**config.mk**
```make
export PLATFORM = sky130hd
export DESIGN_NAME = conv_window_gen_3x3_flat
export DESIGN_NICKNAME = d
export VERILOG_FILES = /design/src/rtl/conv_pkg.sv /design/src/rtl/conv_window_gen_3x3_if.sv /design/src/rtl/conv_line_buffer.sv /design/src/rtl/conv_window_gen_3x3.sv /design/src/flat_wrapper.sv
export SDC_FILE = /design/constraint.sdc
export NUM_CORES = 2
export LEC_CHECK = 0
export BUFFER_PORTS_ARGS = -buffer_cell sky130_fd_sc_hd__buf_2
export CAP_MARGIN = 20
export CORE_MARGIN = 4
export CORE_UTILIZATION = 56
export DETAILED_ROUTE_END_ITERATION = 8
export PLACE_DENSITY = 0.76
export REMOVE_ABC_BUFFERS = 1
export SETUP_SLACK_MARGIN = 0.15
export SLEW_MARGIN = 30
export SYNTH_ARGS = -nofsm -noshare
export SYNTH_HDL_FRONTEND = slang
export SYNTH_HIERARCHICAL = 1
export SYNTH_SLANG_ARGS = --single-unit
```
**constraint.sdc**
```tcl
create_clock -name clk -period 1.5 [get_ports clk]
set_clock_uncertainty 0.1 [all_clocks]
set_input_delay 0.3 -clock clk [delete_from_list [all_inputs] [get_ports clk]]
set_output_delay 0.3 -clock clk [all_outputs]
set_load 0.005 [all_outputs]
```
**src/rtl/conv_pkg.sv**
```systemverilog
// Shared constants for the 3x3 convolution path: default word width, kernel size and the
// row-major tap indices used by both the window generator and the convolution core.
package conv_pkg;

  localparam int unsigned DEFAULT_DATA_WIDTH = 32;
  localparam int unsigned KERNEL_DIM         = 3;
  localparam int unsigned NUM_TAPS           = KERNEL_DIM * KERNEL_DIM;

  localparam int unsigned TAP_TL = 0;
  localparam int unsigned TAP_TM = 1;
  localparam int unsigned TAP_TR = 2;
  localparam int unsigned TAP_ML = 3;
  localparam int unsigned TAP_MM = 4;
  localparam int unsigned TAP_MR = 5;
  localparam int unsigned TAP_BL = 6;
  localparam int unsigned TAP_BM = 7;
  localparam int unsigned TAP_BR = 8;

endpackage

```
**src/rtl/conv_window_gen_3x3_if.sv**
```systemverilog
// Pixel-stream in / 3x3-window out bundle of the window generator. The master is the pixel
// source (and window consumer); the slave is the window generator itself.
interface conv_window_gen_3x3_if
  import conv_pkg::*;
#(
  parameter int unsigned DATA_WIDTH = DEFAULT_DATA_WIDTH
);

  logic [DATA_WIDTH-1:0] Pixel_In;
  logic                  Pixel_Valid;
  logic [DATA_WIDTH-1:0] Window_Out0;
  logic [DATA_WIDTH-1:0] Window_Out1;
  logic [DATA_WIDTH-1:0] Window_Out2;
  logic [DATA_WIDTH-1:0] Window_Out3;
  logic [DATA_WIDTH-1:0] Window_Out4;
  logic [DATA_WIDTH-1:0] Window_Out5;
  logic [DATA_WIDTH-1:0] Window_Out6;
  logic [DATA_WIDTH-1:0] Window_Out7;
  logic [DATA_WIDTH-1:0] Window_Out8;
  logic                  Window_Valid;
  logic                  Frame_Done;

  modport master (
    output Pixel_In, Pixel_Valid,
    input  Window_Out0, Window_Out1, Window_Out2, Window_Out3, Window_Out4,
    input  Window_Out5, Window_Out6, Window_Out7, Window_Out8,
    input  Window_Valid, Frame_Done
  );

  modport slave (
    input  Pixel_In, Pixel_Valid,
    output Window_Out0, Window_Out1, Window_Out2, Window_Out3, Window_Out4,
    output Window_Out5, Window_Out6, Window_Out7, Window_Out8,
    output Window_Valid, Frame_Done
  );

endinterface

```
**src/rtl/conv_line_buffer.sv**
```systemverilog
// Enable-gated shift register of DEPTH words; dout is the word written DEPTH shifts ago.
module conv_line_buffer #(
  parameter int unsigned DEPTH = 28,
  parameter int unsigned WIDTH = 32
) (
  input  logic             clk,
  input  logic             rst,
  input  logic             en,
  input  logic [WIDTH-1:0] din,
  output logic [WIDTH-1:0] dout
);

  logic [WIDTH-1:0] mem_q [DEPTH];

  always_ff @(posedge clk or negedge rst) begin
    if (!rst) begin
      for (int i = 0; i < int'(DEPTH); i++) begin
        mem_q[i] <= '0;
      end
    end else if (en) begin
      mem_q[0] <= din;
      for (int i = 1; i < int'(DEPTH); i++) begin
        mem_q[i] <= mem_q[i-1];
      end
    end
  end

  assign dout = mem_q[DEPTH-1];

endmodule

```
**src/rtl/conv_window_gen_3x3.sv**
```systemverilog
// Streaming 3x3 sliding-window generator (valid positions only, no padding).
// Define CONV_WIN_STRIDE2_EN to emit only even-offset windows (stride 2).
module conv_window_gen_3x3
  import conv_pkg::*;
#(
  parameter int unsigned DATA_WIDTH = DEFAULT_DATA_WIDTH,
  parameter int unsigned IMG_WIDTH  = 28,
  parameter int unsigned IMG_HEIGHT = 28
) (
  input logic                 clk,
  input logic                 rst,
  conv_window_gen_3x3_if.slave bus
);

  localparam int unsigned ColW = $clog2(IMG_WIDTH);
  localparam int unsigned RowW = $clog2(IMG_HEIGHT);

  logic [ColW-1:0]       col_q, col_d;
  logic [RowW-1:0]       row_q, row_d;
  logic [DATA_WIDTH-1:0] win_q [NUM_TAPS];
  logic [DATA_WIDTH-1:0] win_d [NUM_TAPS];
  logic                  valid_q, valid_d;
  logic                  done_q, done_d;
  logic [DATA_WIDTH-1:0] lb1_out, lb2_out;
  logic                  accept, col_last, row_last, win_pos;

  assign accept   = bus.Pixel_Valid;
  assign col_last = (col_q == ColW'(IMG_WIDTH - 1));
  assign row_last = (row_q == RowW'(IMG_HEIGHT - 1));

`ifdef CONV_WIN_STRIDE2_EN
  // (row-2) and (col-2) even is the same as row and col even.
  assign win_pos = (row_q >= RowW'(2)) && (col_q >= ColW'(2)) && !row_q[0] && !col_q[0];
`else
  assign win_pos = (row_q >= RowW'(2)) && (col_q >= ColW'(2));
`endif

  conv_line_buffer #(
    .DEPTH (IMG_WIDTH),
    .WIDTH (DATA_WIDTH)
  ) u_lb1 (
    .clk  (clk),
    .rst  (rst),
    .en   (accept),
    .din  (bus.Pixel_In),
    .dout (lb1_out)
  );

  conv_line_buffer #(
    .DEPTH (IMG_WIDTH),
    .WIDTH (DATA_WIDTH)
  ) u_lb2 (
    .clk  (clk),
    .rst  (rst),
    .en   (accept),
    .din  (lb1_out),
    .dout (lb2_out)
  );

  always_comb begin
    col_d = col_q;
    row_d = row_q;
    if (accept) begin
      if (col_last) begin
        col_d = '0;
        row_d = row_last ? '0 : row_q + RowW'(1);
      end else begin
        col_d = col_q + ColW'(1);
      end
    end
  end

  always_comb begin
    for (int k = 0; k < int'(NUM_TAPS); k++) begin
      win_d[k] = win_q[k];
    end
    if (accept) begin
      for (int r = 0; r < int'(KERNEL_DIM); r++) begin
        for (int c = 0; c < int'(KERNEL_DIM) - 1; c++) begin
          win_d[r*KERNEL_DIM + c] = win_q[r*KERNEL_DIM + c + 1];
        end
      end
      win_d[TAP_TR] = lb2_out;
      win_d[TAP_MR] = lb1_out;
      win_d[TAP_BR] = bus.Pixel_In;
    end
  end

  assign valid_d = accept && win_pos;
  assign done_d  = accept && col_last && row_last;

  always_ff @(posedge clk or negedge rst) begin
    if (!rst) begin
      col_q   <= '0;
      row_q   <= '0;
      valid_q <= 1'b0;
      done_q  <= 1'b0;
      for (int k = 0; k < int'(NUM_TAPS); k++) begin
        win_q[k] <= '0;
      end
    end else begin
      col_q   <= col_d;
      row_q   <= row_d;
      valid_q <= valid_d;
      done_q  <= done_d;
      for (int k = 0; k < int'(NUM_TAPS); k++) begin
        win_q[k] <= win_d[k];
      end
    end
  end

  assign bus.Window_Out0  = win_q[TAP_TL];
  assign bus.Window_Out1  = win_q[TAP_TM];
  assign bus.Window_Out2  = win_q[TAP_TR];
  assign bus.Window_Out3  = win_q[TAP_ML];
  assign bus.Window_Out4  = win_q[TAP_MM];
  assign bus.Window_Out5  = win_q[TAP_MR];
  assign bus.Window_Out6  = win_q[TAP_BL];
  assign bus.Window_Out7  = win_q[TAP_BM];
  assign bus.Window_Out8  = win_q[TAP_BR];
  assign bus.Window_Valid = valid_q;
  assign bus.Frame_Done   = done_q;

endmodule

```
**src/flat_wrapper.sv**
```systemverilog
// flat-port wrapper written by rule: the top's interface ports become plain ports
module conv_window_gen_3x3_flat import conv_pkg::*;
#(
  parameter int unsigned DATA_WIDTH = DEFAULT_DATA_WIDTH,
  parameter int unsigned IMG_WIDTH  = 28,
  parameter int unsigned IMG_HEIGHT = 28
)
  (clk, rst, bus_Pixel_In, bus_Pixel_Valid, bus_Window_Out0, bus_Window_Out1, bus_Window_Out2, bus_Window_Out3, bus_Window_Out4, bus_Window_Out5, bus_Window_Out6, bus_Window_Out7, bus_Window_Out8, bus_Window_Valid, bus_Frame_Done);
  conv_window_gen_3x3_if #(.DATA_WIDTH(DATA_WIDTH)) bus_i ();
  input logic clk;
  input logic rst;
  input wire logic [$bits(bus_i.Pixel_In)-1:0] bus_Pixel_In;
  input wire logic [$bits(bus_i.Pixel_Valid)-1:0] bus_Pixel_Valid;
  output wire logic [$bits(bus_i.Window_Out0)-1:0] bus_Window_Out0;
  output wire logic [$bits(bus_i.Window_Out1)-1:0] bus_Window_Out1;
  output wire logic [$bits(bus_i.Window_Out2)-1:0] bus_Window_Out2;
  output wire logic [$bits(bus_i.Window_Out3)-1:0] bus_Window_Out3;
  output wire logic [$bits(bus_i.Window_Out4)-1:0] bus_Window_Out4;
  output wire logic [$bits(bus_i.Window_Out5)-1:0] bus_Window_Out5;
  output wire logic [$bits(bus_i.Window_Out6)-1:0] bus_Window_Out6;
  output wire logic [$bits(bus_i.Window_Out7)-1:0] bus_Window_Out7;
  output wire logic [$bits(bus_i.Window_Out8)-1:0] bus_Window_Out8;
  output wire logic [$bits(bus_i.Window_Valid)-1:0] bus_Window_Valid;
  output wire logic [$bits(bus_i.Frame_Done)-1:0] bus_Frame_Done;
  assign bus_i.Pixel_In = bus_Pixel_In;
  assign bus_i.Pixel_Valid = bus_Pixel_Valid;
  assign bus_Window_Out0 = bus_i.Window_Out0;
  assign bus_Window_Out1 = bus_i.Window_Out1;
  assign bus_Window_Out2 = bus_i.Window_Out2;
  assign bus_Window_Out3 = bus_i.Window_Out3;
  assign bus_Window_Out4 = bus_i.Window_Out4;
  assign bus_Window_Out5 = bus_i.Window_Out5;
  assign bus_Window_Out6 = bus_i.Window_Out6;
  assign bus_Window_Out7 = bus_i.Window_Out7;
  assign bus_Window_Out8 = bus_i.Window_Out8;
  assign bus_Window_Valid = bus_i.Window_Valid;
  assign bus_Frame_Done = bus_i.Frame_Done;
  conv_window_gen_3x3 #(.DATA_WIDTH(DATA_WIDTH), .IMG_WIDTH(IMG_WIDTH), .IMG_HEIGHT(IMG_HEIGHT)) u_core (.clk(clk), .rst(rst), .bus(bus_i));
endmodule
```
==> results by group <==
Critical path
  – Worst r2r dst: u_core/row_q[1]
  – CP Launch Type: register
  – Crit-path slowest cell: dfrtp_1
  – Reg2reg path depth: 4
  – Critical Path, Cell by Cell: buf_2
  – Crit path kind: register to output port
  – Top delay family on crit path: flip-flops
  – Largest fanout on the critical path: 2
  – Req. time, crit path: between 1000 and 1500 ps
  – R2r startpoint: u_core/col_q[0]
  – Max incr delay on CP: 440 ps
  – R2R setup slack: 0 ps
  – Bufs and invs on worst path: 1
  – WP data arrival: 1400 ps
  – Crit end category: output port

Synth
  – Sequential fraction of the synthesis area: 66.79%
  – Top-count cell post-synth: dfrtp_1
  – FFs w/ async S/R, synth: 100.0%
  – Mapped Area: about 78000 µm²
  – Cell count after synthesis: 4514
  – Synth Warn #: 6
  – Top cells by count, synth: dfrtp_1, mux2_2, mux2_1
  – Synth Flop Type: dfrtp_1
  – Synthesized flop and latch total: between 2000 and 2500
  – Top post-synthesis cells by area: dfrtp_1, mux2_2, mux2_1
  – Post-synth top area cell: dfrtp_1
  – Number of distinct library cells after synthesis: 28
  – EDFF count, synth: 0
  – Yosys top cell area share: between 60% and 70%
  – Avg Inst Size Synth: about 17 µm²

Timing
  – Setup ws final: -295.9 ps
  – Max-slew headroom: 70.24%
  – Worst Tran Pin Value: ~450 ps
  – Final setup fails: 290
  – Max Freq: 0.5568 GHz
  – Tcrit/Tclk final: 119.7%
  – Fin Hold WS: 176.0 ps
  – Fin. max-slew vios: 0
  – Final hold viol count: 0
  – Final Critical Period: 1796 ps
  – TNS Setup: -58700 ps
  – RSZ-0062 raised after global routing: yes

Clocking
  – Clock transition at the registers of the reported paths: 60 ps
  – Number of CTS-inserted buffers: 202
  – Number of H-tree levels: 4
  – CTS tree: built
  – Clk sinks: 2092
  – Clock Path Buffers: 3
  – Root Buffer Master: clkbuf_16
  – Clk_lat worst skew: 800 ps

Power and ir drop
  – Pwr Density: around 1500 nW/µm²
  – Total Power: 142.8 mW
  – Max IR drop VDD: 1.154 mV
  – Static Leak: 46.73 nW

GRT
  – Initial antenna violation count: 1
  – First-pass GRT wire length: around 200 mm
  – GR peak layer: met2
  – Fraction of met1 tracks used by global routing: 22.74%
  – Met2 global-route usage: around a quarter
  – M3 GR Usage: approximately 3.3%
  – Largest net degree at the start of global routing: 85
  – Vias in the first global route: ~41000
  – Gr ovfl total: 0
  – Total routing usage reported by global routing: 16.25%

Place
  – DP Worst Slack: -121.0 ps
  – I/O Buffers: around 320
  – Placer Congestion: 0.7022
  – DP Wirelength: approximately 71 mm

Status
  – Status: finished with violations
  – Failing checks: setup timing

Floorplanning
  – Placement Rows: 137
  – Core area: 139200 µm²
  – Ports: 325
  – Die height: 382.1 µm
  – Initial Util: 56.31%
  – Die ar.: 146000 µm²
  – Die Wd: 382.1 µm

Route
  – Via density: 5.095
  – Total vias in the final route: between 30000 and 40000
  – DR iter-0 viols: between 1500 and 2000
  – Routed Antenna Nets: 0
  – Drt pass-1 iters: 4
  – Post-route DRC: 0
  – DR WL/cell: 16.01 µm
  – Final wirelength: 118.4 mm

Finish
  – Syn-to-layout area delta: 19.58%
  – Share of layout cells above drive strength 1: 55.60%
  – FILL cells: 9340
  – Layout Utilization: 67.34%
  – Nets: around 5400
  – ANT cells: 0

Worst hold path
  – Hold Path Class: input pin to asynchronous set/reset pin

Run
  – Max Cap Viol: 0
repair_timing:
action	in CTS	in global routing
endpoints found under the hold margin	2181	0
cloned	0	16
hold buffers	34	0
endpoints found under the setup margin	299	935
buffers inserted	167	95
pin swaps	5	6
gates resized for setup	24	25
stage by stage:
stage,cells,instance area (µm²)
after floorplan,4215,76080
after global placement,6730,84190
after detailed placement,6730,84190
after CTS,7288,92420
after global routing,7399,93720
final,7399,93720
per-layer routing:
metal | routed length [µm] | up-vias
li1 | - | 17570
met1 | 53980 | 19500
met2 | 57780 | 441
met3 | 4358 | 190
met4 | 2309 | 0
met5 | 0 | -
cells in the final DEF (no fill, tap or decap), types with 7 or more instances in the layout:
cell type | synthesis | layout
mux2_2 | 1834 | 1832
clkinv_2 | 0 | 18
clkbuf_8 | 0 | 55
buf_6 | 102 | 9
mux2_1 | 248 | 248
clkbuf_1 | 0 | 59
buf_4 | 64 | 432
dlygate4sd3_1 | 0 | 33
dfrtp_1 | 2092 | 2085
clkbuf_16 | 0 | 223
dfrtp_2 | 0 | 7
buf_16 | 0 | 13
buf_12 | 0 | 131
buf_2 | 132 | 316
final cells by class:
class | count | area, µm² | area share (%)
sequential | 2092 | 52360 | 55.86
multi-input combinational | 2119 | 23780 | 25.38
timing repair buffer | 951 | 8650 | 9.229
clock buffer | 321 | 6158 | 6.571
tap | 1876 | 2347 | 2.504
clock inverter | 36 | 411.6 | 0.4392
inverter | 4 | 15.01 | 0.01602
cells by family after synthesis:
| family | count (synthesis) | share of synthesized area (%) |
|---|---|---|
| AND/OR/NAND/NOR | 22 | 0.1612 |
| flip-flops | 2092 | 66.79 |
| XOR/XNOR | 3 | 0.03353 |
| adder cells (fa/ha/maj) | 4 | 0.06386 |
| multiplexers | 2085 | 29.96 |
| buffers and inverters | 303 | 2.947 |
| AO/OA/AOI/OAI | 5 | 0.03991 |
sequential cells by signal, summed over array words and instances, names as in the netlist, 5 cells and up:
signal,cells
u_core/bus.Window_Out0,32
u_core/bus.Window_Out1,32
u_core/bus.Window_Out2,32
u_core/bus.Window_Out3,32
u_core/bus.Window_Out4,32
u_core/bus.Window_Out5,32
u_core/bus.Window_Out6,32
u_core/bus.Window_Out7,32
u_core/bus.Window_Out8,32
u_core/col_q,5
u_core/row_q,5
u_core/u_lb1/dout,32
u_core/u_lb1/mem_q,864
u_core/u_lb2/dout,32
u_core/u_lb2/mem_q,864
where the power goes:
| part | internal [mW] | total, mW | leakage (nW) | switching (mW) |
|---|---|---|---|---|
| Clock | 29.0 | 49.3 | 3.23 | 20.3 |
| Combinational | 12.4 | 19.0 | 16.1 | 6.56 |
| Sequential | 68.4 | 74.5 | 27.4 | 6.12 |
| Total | 110 | 143 | 46.7 | 33.0 |
tightest hold or removal path, cell delays in order:
cell	delay, ps
dlygate4sd3_1	580
buf_12	280
buf_12	210
worst max path at each step:
stage	start	endpoint	slack, ps	depth (start not counted)
finish	u_core/bus.Window_Out5[19]	bus_Window_Out5[19]	-300	1
detailed placement	bus_Pixel_Valid	u_core/u_lb2/mem_q[276]	-120	5
global placement	bus_Pixel_Valid	u_core/bus.Window_Out1[18]	-110	5
CTS	u_core/bus.Window_Out5[31]	bus_Window_Out5[31]	-380	1
global route	u_core/bus.Window_Out5[31]	bus_Window_Out5[31]	-380	1
floorplan	u_core/col_q[0]	u_core/row_q[0]	50	4
No activity file was read; power rests on OpenSTA's default activity.
